`config.mk`:
```
export PLATFORM = sky130hd
export DESIGN_NAME = pkt_tx_assembler
export DESIGN_NICKNAME = d
export VERILOG_FILES = /design/src/rtl/pkt_tx_pkg.sv /design/src/rtl/pkt_slot_timer.sv /design/src/rtl/pkt_tx_assembler.sv
export SDC_FILE = /design/constraint.sdc
export NUM_CORES = 1
export LEC_CHECK = 0
export ABC_AREA = 1
export CAP_MARGIN = 20
export CORE_ASPECT_RATIO = 2
export CORE_UTILIZATION = 45
export CTS_CLUSTER_DIAMETER = 120
export DETAILED_ROUTE_END_ITERATION = 16
export PLACE_DENSITY_LB_ADDON = 0.1
export SETUP_SLACK_MARGIN = 0.15
export SLEW_MARGIN = 0
export SYNTH_ARGS = -nofsm -noshare
export SYNTH_HDL_FRONTEND = slang
export SYNTH_SLANG_ARGS = --single-unit
```
`constraint.sdc`:
```
create_clock -name clk -period 3.1 [get_ports clk]
set_input_delay 0.62 -clock clk [delete_from_list [all_inputs] [get_ports clk]]
set_output_delay 0.62 -clock clk [all_outputs]
set_load 0.02 [all_outputs]
```
`src/rtl/pkt_tx_pkg.sv`:
```
// Shared types and constant tables for the packet transmit assembler:
// packet types, word-field selectors, FSM states, per-type word lists and lengths.
package pkt_tx_pkg;

    typedef enum logic [2:0] {
        PT_HEARTBEAT     = 3'd0,
        PT_SLOT_ANNOUNCE = 3'd1,
        PT_INVITATION    = 3'd2,
        PT_MEMBER_REQ    = 3'd3,
        PT_DATA          = 3'd4
    } pkt_type_e;

    typedef enum logic [2:0] {
        F_HDR, F_SRC, F_DEST, F_HOPS, F_Q, F_E, F_CCH, F_HCH
    } field_e;

    typedef enum logic [2:0] {
        ST_IDLE, ST_WAIT_SLOT, ST_WAIT_OK, ST_SEND, ST_DONE
    } state_e;

    localparam logic [15:0] DEFAULT_COST_NEAR = 16'h0005;
    localparam logic [15:0] DEFAULT_COST_FAR  = 16'h001b;

    localparam int NUM_TYPES = 5;
    localparam int MAX_WORDS = 8;

    // Unused tail entries are never reached: the length table bounds the index.
    localparam field_e WORD_TABLE [NUM_TYPES][MAX_WORDS] = '{
        '{F_HDR, F_SRC, F_HOPS, F_Q,    F_E, F_HDR, F_HDR, F_HDR},
        '{F_HDR, F_SRC, F_DEST, F_HOPS, F_HDR, F_HDR, F_HDR, F_HDR},
        '{F_HDR, F_SRC, F_HOPS, F_Q,    F_E, F_HCH, F_HDR, F_HDR},
        '{F_HDR, F_SRC, F_DEST, F_HOPS, F_Q, F_E,   F_CCH, F_HCH},
        '{F_HDR, F_SRC, F_DEST, F_HOPS, F_Q, F_E,   F_HDR, F_HDR}
    };

    localparam logic [3:0] PKT_LEN [NUM_TYPES] = '{4'd5, 4'd4, 4'd6, 4'd8, 4'd6};

    function automatic logic type_valid(input logic [2:0] t);
        return t <= PT_DATA;
    endfunction

    function automatic logic [3:0] pkt_len(input logic [2:0] t);
        if (!type_valid(t)) return 4'd0;
        return PKT_LEN[t];
    endfunction

    function automatic field_e field_sel(input logic [2:0] t, input logic [2:0] idx);
        if (!type_valid(t)) return F_HDR;
        return WORD_TABLE[t][idx];
    endfunction

endpackage

```
`src/rtl/pkt_slot_timer.sv`:
```
// TDMA slot wait counter: load with a slot index, pulses expire_o on the last
// cycle of a slot*SLOT_CYCLES wait (slot 0 or 6'h3F waits a single cycle).
module pkt_slot_timer #(
    parameter int SLOT_CYCLES = 32
) (
    input  logic       clk,
    input  logic       nrst,
    input  logic       load_i,
    input  logic [5:0] slot_i,
    output logic       expire_o
);

    logic [11:0] count_q, count_d;
    logic [11:0] wait_len;

    always_comb begin
        // NOTE: every always_comb output gets a default first so no path infers a latch.
        wait_len = 12'(slot_i) * 12'(SLOT_CYCLES);
        if (slot_i == 6'd0 || slot_i == 6'h3F || wait_len == 12'd0) begin
            wait_len = 12'd1;
        end

        count_d = count_q;
        if (load_i) begin
            count_d = wait_len;
        end else if (count_q != 12'd0) begin
            count_d = count_q - 12'd1;
        end
    end

    assign expire_o = (count_q == 12'd1);

    always_ff @(posedge clk or negedge nrst) begin
        // NOTE: sequential state uses <= so every register samples pre-edge values.
        if (!nrst) begin
            count_q <= '0;
        end else begin
            count_q <= count_d;
        end
    end

endmodule

```
`src/rtl/pkt_tx_assembler.sv`:
```
// Latches reward-stage packet fields, waits for the TDMA slot and okToSend, then
// streams the packet over valid/ready. PKT_TX_CHECKSUM_EN appends an XOR checksum word.
module pkt_tx_assembler
    import pkt_tx_pkg::*;
#(
    parameter int          WORD_WIDTH  = 16,
    parameter int          SLOT_CYCLES = 32,
    parameter logic [15:0] COST_NEAR   = DEFAULT_COST_NEAR,
    parameter logic [15:0] COST_FAR    = DEFAULT_COST_FAR
) (
    input  logic                  clk,
    input  logic                  nrst,
    input  logic                  reward_done,
    input  logic                  tx_setting,
    input  logic [2:0]            rPacketType,
    input  logic [WORD_WIDTH-1:0] rSourceID,
    input  logic [WORD_WIDTH-1:0] rDestinationID,
    input  logic [WORD_WIDTH-1:0] rSourceHops,
    input  logic [WORD_WIDTH-1:0] rQValue,
    input  logic [WORD_WIDTH-1:0] rEnergyLeft,
    input  logic [WORD_WIDTH-1:0] rChosenCH,
    input  logic [WORD_WIDTH-1:0] rHopsFromCH,
    input  logic [5:0]            rTimeslot,
    input  logic                  okToSend,
    input  logic                  tx_ready,
    output logic [WORD_WIDTH-1:0] tx_word,
    output logic                  tx_valid,
    output logic                  tx_last,
    output logic                  busy,
    output logic                  done,
    output logic [15:0]           txEnergyCost,
    output logic                  drop
);

`ifdef PKT_TX_CHECKSUM_EN
    localparam logic CSUM_EN = 1'b1;
`else
    localparam logic CSUM_EN = 1'b0;
`endif

    state_e                state_q;
    pkt_type_e             ptype_q;
    logic [WORD_WIDTH-1:0] src_q, dest_q, hops_q, q_q, e_q, cch_q, hch_q;
    logic [5:0]            ts_q;
    logic                  far_q;
    logic [3:0]            idx_q;
    logic [WORD_WIDTH-1:0] csum_q, csum_d;
    logic [WORD_WIDTH-1:0] tx_word_q;
    logic                  tx_valid_q, tx_last_q, busy_q, done_q, drop_q;
    logic [15:0]           cost_q;

    logic                  start_accept, slot_expire, fire;
    logic [3:0]            idx_next, pkt_words;
    logic [WORD_WIDTH-1:0] header, next_word;
    logic                  next_last;

    assign start_accept = (state_q == ST_IDLE) && reward_done && type_valid(rPacketType);
    assign fire         = tx_valid_q && tx_ready;
    assign idx_next     = idx_q + 4'd1;
    assign pkt_words    = pkt_len(ptype_q) + {3'b000, CSUM_EN};
    assign header       = {ptype_q, {(WORD_WIDTH-9){1'b0}}, ts_q};

    pkt_slot_timer #(
        .SLOT_CYCLES(SLOT_CYCLES)
    ) u_slot_timer (
        .clk     (clk),
        .nrst    (nrst),
        .load_i  (start_accept),
        .slot_i  (rTimeslot),
        .expire_o(slot_expire)
    );

    // Word that follows the one currently on the bus, plus its running checksum.
    always_comb begin
        csum_d    = csum_q ^ tx_word_q;
        next_word = '0;
        case (field_sel(ptype_q, idx_next[2:0]))
            F_HDR:  next_word = header;
            F_SRC:  next_word = src_q;
            F_DEST: next_word = dest_q;
            F_HOPS: next_word = hops_q;
            F_Q:    next_word = q_q;
            F_E:    next_word = e_q;
            F_CCH:  next_word = cch_q;
            F_HCH:  next_word = hch_q;
            default: next_word = '0;
        endcase
        if (CSUM_EN && idx_next == pkt_len(ptype_q)) begin
            next_word = csum_d;
        end
        next_last = (idx_next == pkt_words - 4'd1);
    end

    always_ff @(posedge clk or negedge nrst) begin
        if (!nrst) begin
            state_q    <= ST_IDLE;
            ptype_q    <= PT_HEARTBEAT;
            src_q      <= '0;
            dest_q     <= '0;
            hops_q     <= '0;
            q_q        <= '0;
            e_q        <= '0;
            cch_q      <= '0;
            hch_q      <= '0;
            ts_q       <= '0;
            far_q      <= 1'b0;
            idx_q      <= '0;
            csum_q     <= '0;
            tx_word_q  <= '0;
            tx_valid_q <= 1'b0;
            tx_last_q  <= 1'b0;
            busy_q     <= 1'b0;
            done_q     <= 1'b0;
            drop_q     <= 1'b0;
            cost_q     <= '0;
        end else begin
            done_q <= 1'b0;
            drop_q <= 1'b0;
            cost_q <= '0;
            // A start anywhere but IDLE (including the done cycle) is refused.
            if (reward_done && state_q != ST_IDLE) begin
                drop_q <= 1'b1;
            end

            case (state_q)
                ST_IDLE: begin
                    if (reward_done) begin
                        ptype_q <= pkt_type_e'(rPacketType);
                        src_q   <= rSourceID;
                        dest_q  <= rDestinationID;
                        hops_q  <= rSourceHops;
                        q_q     <= rQValue;
                        e_q     <= rEnergyLeft;
                        cch_q   <= rChosenCH;
                        hch_q   <= rHopsFromCH;
                        ts_q    <= rTimeslot;
                        far_q   <= tx_setting;
                        if (type_valid(rPacketType)) begin
                            state_q <= ST_WAIT_SLOT;
                            busy_q  <= 1'b1;
                        end else begin
                            drop_q <= 1'b1;
                        end
                    end
                end
                ST_WAIT_SLOT: begin
                    if (slot_expire) begin
                        state_q <= ST_WAIT_OK;
                    end
                end
                ST_WAIT_OK: begin
                    if (okToSend) begin
                        state_q    <= ST_SEND;
                        idx_q      <= '0;
                        csum_q     <= '0;
                        tx_word_q  <= header;
                        tx_valid_q <= 1'b1;
                        tx_last_q  <= 1'b0;
                    end
                end
                ST_SEND: begin
                    if (fire) begin
                        if (tx_last_q) begin
                            state_q    <= ST_DONE;
                            tx_word_q  <= '0;
                            tx_valid_q <= 1'b0;
                            tx_last_q  <= 1'b0;
                            busy_q     <= 1'b0;
                            done_q     <= 1'b1;
                            cost_q     <= far_q ? COST_FAR : COST_NEAR;
                        end else begin
                            idx_q     <= idx_next;
                            csum_q    <= csum_d;
                            tx_word_q <= next_word;
                            tx_last_q <= next_last;
                        end
                    end
                end
                ST_DONE: begin
                    state_q <= ST_IDLE;
                end
                default: begin
                    state_q <= ST_IDLE;
                end
            endcase
        end
    end

    assign tx_word      = tx_word_q;
    assign tx_valid     = tx_valid_q;
    assign tx_last      = tx_last_q;
    assign busy         = busy_q;
    assign done         = done_q;
    assign drop         = drop_q;
    assign txEnergyCost = cost_q;

endmodule

```
==> impl_summary.md <==
Global routing
The number of global-route vias before repair is 7109. The wire length of the first global-routing pass is 35240 um. The initial antenna violation count is 0. Global routing finished with a remaining overflow of 0. The global-route usage over all layers is 24.83%.

Entering global routing, the biggest net connects 86 pins.

Power
The completed layout was analyzed and its total power is 9.891 mW. Summed over all cells, the static leakage comes to 5.106 nW. The maximum ir drop on the vdd rail is 446.1 uV.

The power density over the cells is 949.6 nW/um2.

Routing
The average vias per placed instance is 4.978. The per-cell routed wire length is 15.47 um. Across all layers, the routed design uses 7094 vias. The initial detailed-routing violation count is 372. After detailed routing, the number of remaining DRC violations is 0. The sum of routed wire length over all layers is 22040 um. For this run, the detailed router's first-pass iteration total came to 6.

The count of nets left with antenna violations once routing finished came out at 0.

Floorplanning
The floorplan step set the die width to 96.61 um. The area of the core is 17360 um2. The floorplan has 68 rows. The floorplan step set the die height to 191.2 um. The full die area is 18470 um2. The count of pins on the block boundary is 164. The starting density of the core is 46.41%.

Timing
Setup violations remaining at the end of the flow were counted as 0. For the finished layout, the period the worst path requires is 2737 ps. The number of hold violations in the final report is 0.

Setup repair after global routing left no endpoint under its margin. The maximum achievable frequency is 365.3 MHz. Of the available clock period, the critical path in the final layout requires 88.29%. The total count of max-transition violations in the final report is 0.

Across the routed clock network, the largest skew measured is 7.933 ps. The tightest hold path in the finished design has a slack of 139.1 ps. The relative slew slack is 64.32%. Setup total negative slack on the finished layout was measured at 0 ps.

The transition time of the tightest slew-check pin is 535.2 ps.

Clocking
For the worst-skew pair, the clock arrives at the later sink with an insertion delay of 430 ps. The number of buffers inserted for hold repair after clock tree synthesis is 0. After clock tree synthesis, the clock-pin slew on the worst setup and hold paths is 70 ps. In this run, CTS created clock tree buffers numbering 17. The TritonCTS clock tree is built. The tree is rooted in a sky130_fd_sc_hd__clkbuf_16.

The H-tree was split into 4 levels. The clock sink count is 164. Counting along the longest clock path gives a buffer depth of 2.

Yosys
The dominant synthesized flop cell is sky130_fd_sc_hd__dfrtp_1. The number of warning messages in the yosys log is 0. In the synthesized netlist the async set-or-reset flop fraction comes to 100.0%. Synthesis instantiated 35 different standard cells from the library. The register bit count reported by yosys is 164.

The share of the Yosys chip area taken by registers is 50.95%. A synthesized cell averages 7.628 um2. The number of synthesized flops with an enable pin is 0. In the synthesized netlist, the number of instances is 1056. The cell area that synthesis handed to floorplanning was 8055 um2.

Placement
The count of port buffers added during placement is 152. Summed over all nets, the half-perimeter wirelength after detailed placement is 16540 um. The placed instances occupy a cell area of 9759 um2. The final weighted congestion in routability-driven placement is 0.9509.

Layout
0 antenna diodes ended up in the layout. The top cell types in the final layout, fill and taps aside, are sky130_fd_sc_hd__nand2_1 (378), sky130_fd_sc_hd__dfrtp_1 (164), sky130_fd_sc_hd__clkdlybuf4s50_1 (151). From synthesis to final layout, the design area changed by 29.31%. Fill cells in the final layout number 1623. The number of nets at the end of the flow is 1333.

The most common library cell in the layout ignoring fill and taps is sky130_fd_sc_hd__nand2_1. In the final layout, the share of cells above drive strength 1 is 6.091%. The finished cells cover 10420 um2.

Setup path
The slowest stage of the critical path is the sky130_fd_sc_hd__dfrtp_1 cell. Together, buffers and inverters on the worst path number 1. The critical path capture point type is a register. The biggest cell delay along the critical path is 480 ps. For the worst setup path, the data arrival time is 3100 ps. The cell that appears most often on the critical path is sky130_fd_sc_hd__nand2_1. The worst setup path is of the reg2reg kind. The critical path required time is 3470 ps. The worst setup path is launched from a register. Of all nets on the critical path, the largest fanout is 15. Traced cell by cell, the critical path runs through ha_1, inv_1, nand3_1, nand2_1, nor2_1, nand2_2, nor2_4, nand2_2, o21ai_0, nor2_1, nand2_1, nand2_1, nand2_1. The cell family contributing the most delay on the critical path is simple AND/OR/NAND/NOR gates.

Flow run
Across the run, the number of max-cap violations was 0.

Worst hold path
The worst hold path belongs to the class in2async.

Status
The flow ran to the end, and the final reports show no timing, DRC or antenna violations.
[synth_stat cells (5+ instances only)]
master                     count  share of area, %
sky130_fd_sc_hd__nand2_1     378                18
sky130_fd_sc_hd__dfrtp_1     164                51
sky130_fd_sc_hd__inv_1       132               6.2
sky130_fd_sc_hd__o21ai_0     119               7.4
sky130_fd_sc_hd__nor2_1       84               3.9
sky130_fd_sc_hd__clkbuf_1     25               1.2
sky130_fd_sc_hd__nand3_1      21               1.3
sky130_fd_sc_hd__nor3_1       17               1.1
sky130_fd_sc_hd__buf_4        15               1.4
sky130_fd_sc_hd__o21ai_1      15              0.93
sky130_fd_sc_hd__o22ai_1      14               1.1
sky130_fd_sc_hd__a21oi_1       8              0.50
sky130_fd_sc_hd__xor2_1        7              0.76
sky130_fd_sc_hd__buf_6         6              0.84
sky130_fd_sc_hd__inv_2         6              0.28
sky130_fd_sc_hd__nand4_1       5              0.39
[per-layer routing]
layer | wire [um] | up-vias | share of wire [%] | track usage (%)
met5 | 0 | - | 0 | 0
met4 | 803 | 0 | 3.6 | 11.60
met3 | 785 | 46 | 3.6 | 4.059
met2 | 12030 | 203 | 55 | 47.24
met1 | 8421 | 3307 | 38 | 26.31
li1 | - | 3538 | - | -
[sequential cells by signal, summed over array words and instances (netlist names), 3 cells and up]
signal and count:
tx_word 16, e_q 16, ts_q 6, q_q 16
src_q 16, dest_q 16, ptype_q 3, hops_q 16
cch_q 16, u_slot_timer.count_q 12, state_q 3, idx_q 4
hch_q 16, txEnergyCost 3
[final timing paths]
| path | start | to | slack, ps | cells after the start |
|---|---|---|---|---|
| hold / removal | nrst | u_slot_timer.count_q[3]$_DFFE_PN0P_ | 140 | 1 |
| setup reg to reg | idx_q[0]$_DFFE_PN0P_ | tx_word[8]$_DFFE_PN0P_ | 360 | 13 |
| hold reg to reg | far_q$_DFFE_PN0P_ | txEnergyCost[2]$_DFF_PN0_ | 430 | 1 |
| setup / recovery | idx_q[0]$_DFFE_PN0P_ | tx_word[8]$_DFFE_PN0P_ | 360 | 13 |
| max in group asynchronous | nrst | tx_word[10]$_DFFE_PN0P_ | 2130 | 2 |
| min in group clk | far_q$_DFFE_PN0P_ | txEnergyCost[2]$_DFF_PN0_ | 430 | 1 |
[per-stage QoR]
step / instances / worst slack (ps) / util, %
after floorplan: 1066 / 991.5 / -
after global placement: 1393 / 455.7 / 56.23
after detailed placement: 1393 / 431.8 / 56.23
after CTS: 1425 / 382.6 / 60.00
after global routing: 1425 / 178.9 / 60.01
final: 1425 / 362.9 / 60.01
[cells by family (layout without fill, tap and decap cells)]
family	Yosys count	in the layout	share of synthesized area [%]
AOI/OAI and AO/OA	162	162	10.52
xor gates and xnor gates	11	11	1.196
adders and majority gates	4	4	0.6213
buffers and inverters	191	340	10.22
DFF	164	164	50.95
other	1	11	0.04655
and+or+nand+nor	523	523	26.45
[repair_timing]
item,in CTS,in global routing
resized for setup,0,2
setup endpoints to repair,0,1
buffers inserted,0,0
[power breakdown]
group / total [mW] / switching [mW] / internal [mW] / leakage, nW
logic: 3.99 / 2.55 / 1.44 / 2.74
clock network: 2.31 / 0.873 / 1.44 / 0.311
registers: 3.59 / 0.487 / 3.11 / 2.05
[area by class of cell]
type / instances / area (um2) / share of cell area (%)
Tap cell: 210 / 262.8 / 2.523
Multi-Input combinational cell: 711 / 3171 / 30.44
Clock buffer: 21 / 480.5 / 4.613
Clock inverter: 11 / 173.9 / 1.670
Sequential cell: 164 / 4104 / 39.40
Inverter: 139 / 524.3 / 5.033
Timing Repair Buffer: 169 / 1700 / 16.32
Power figures use the tool's default switching activity.
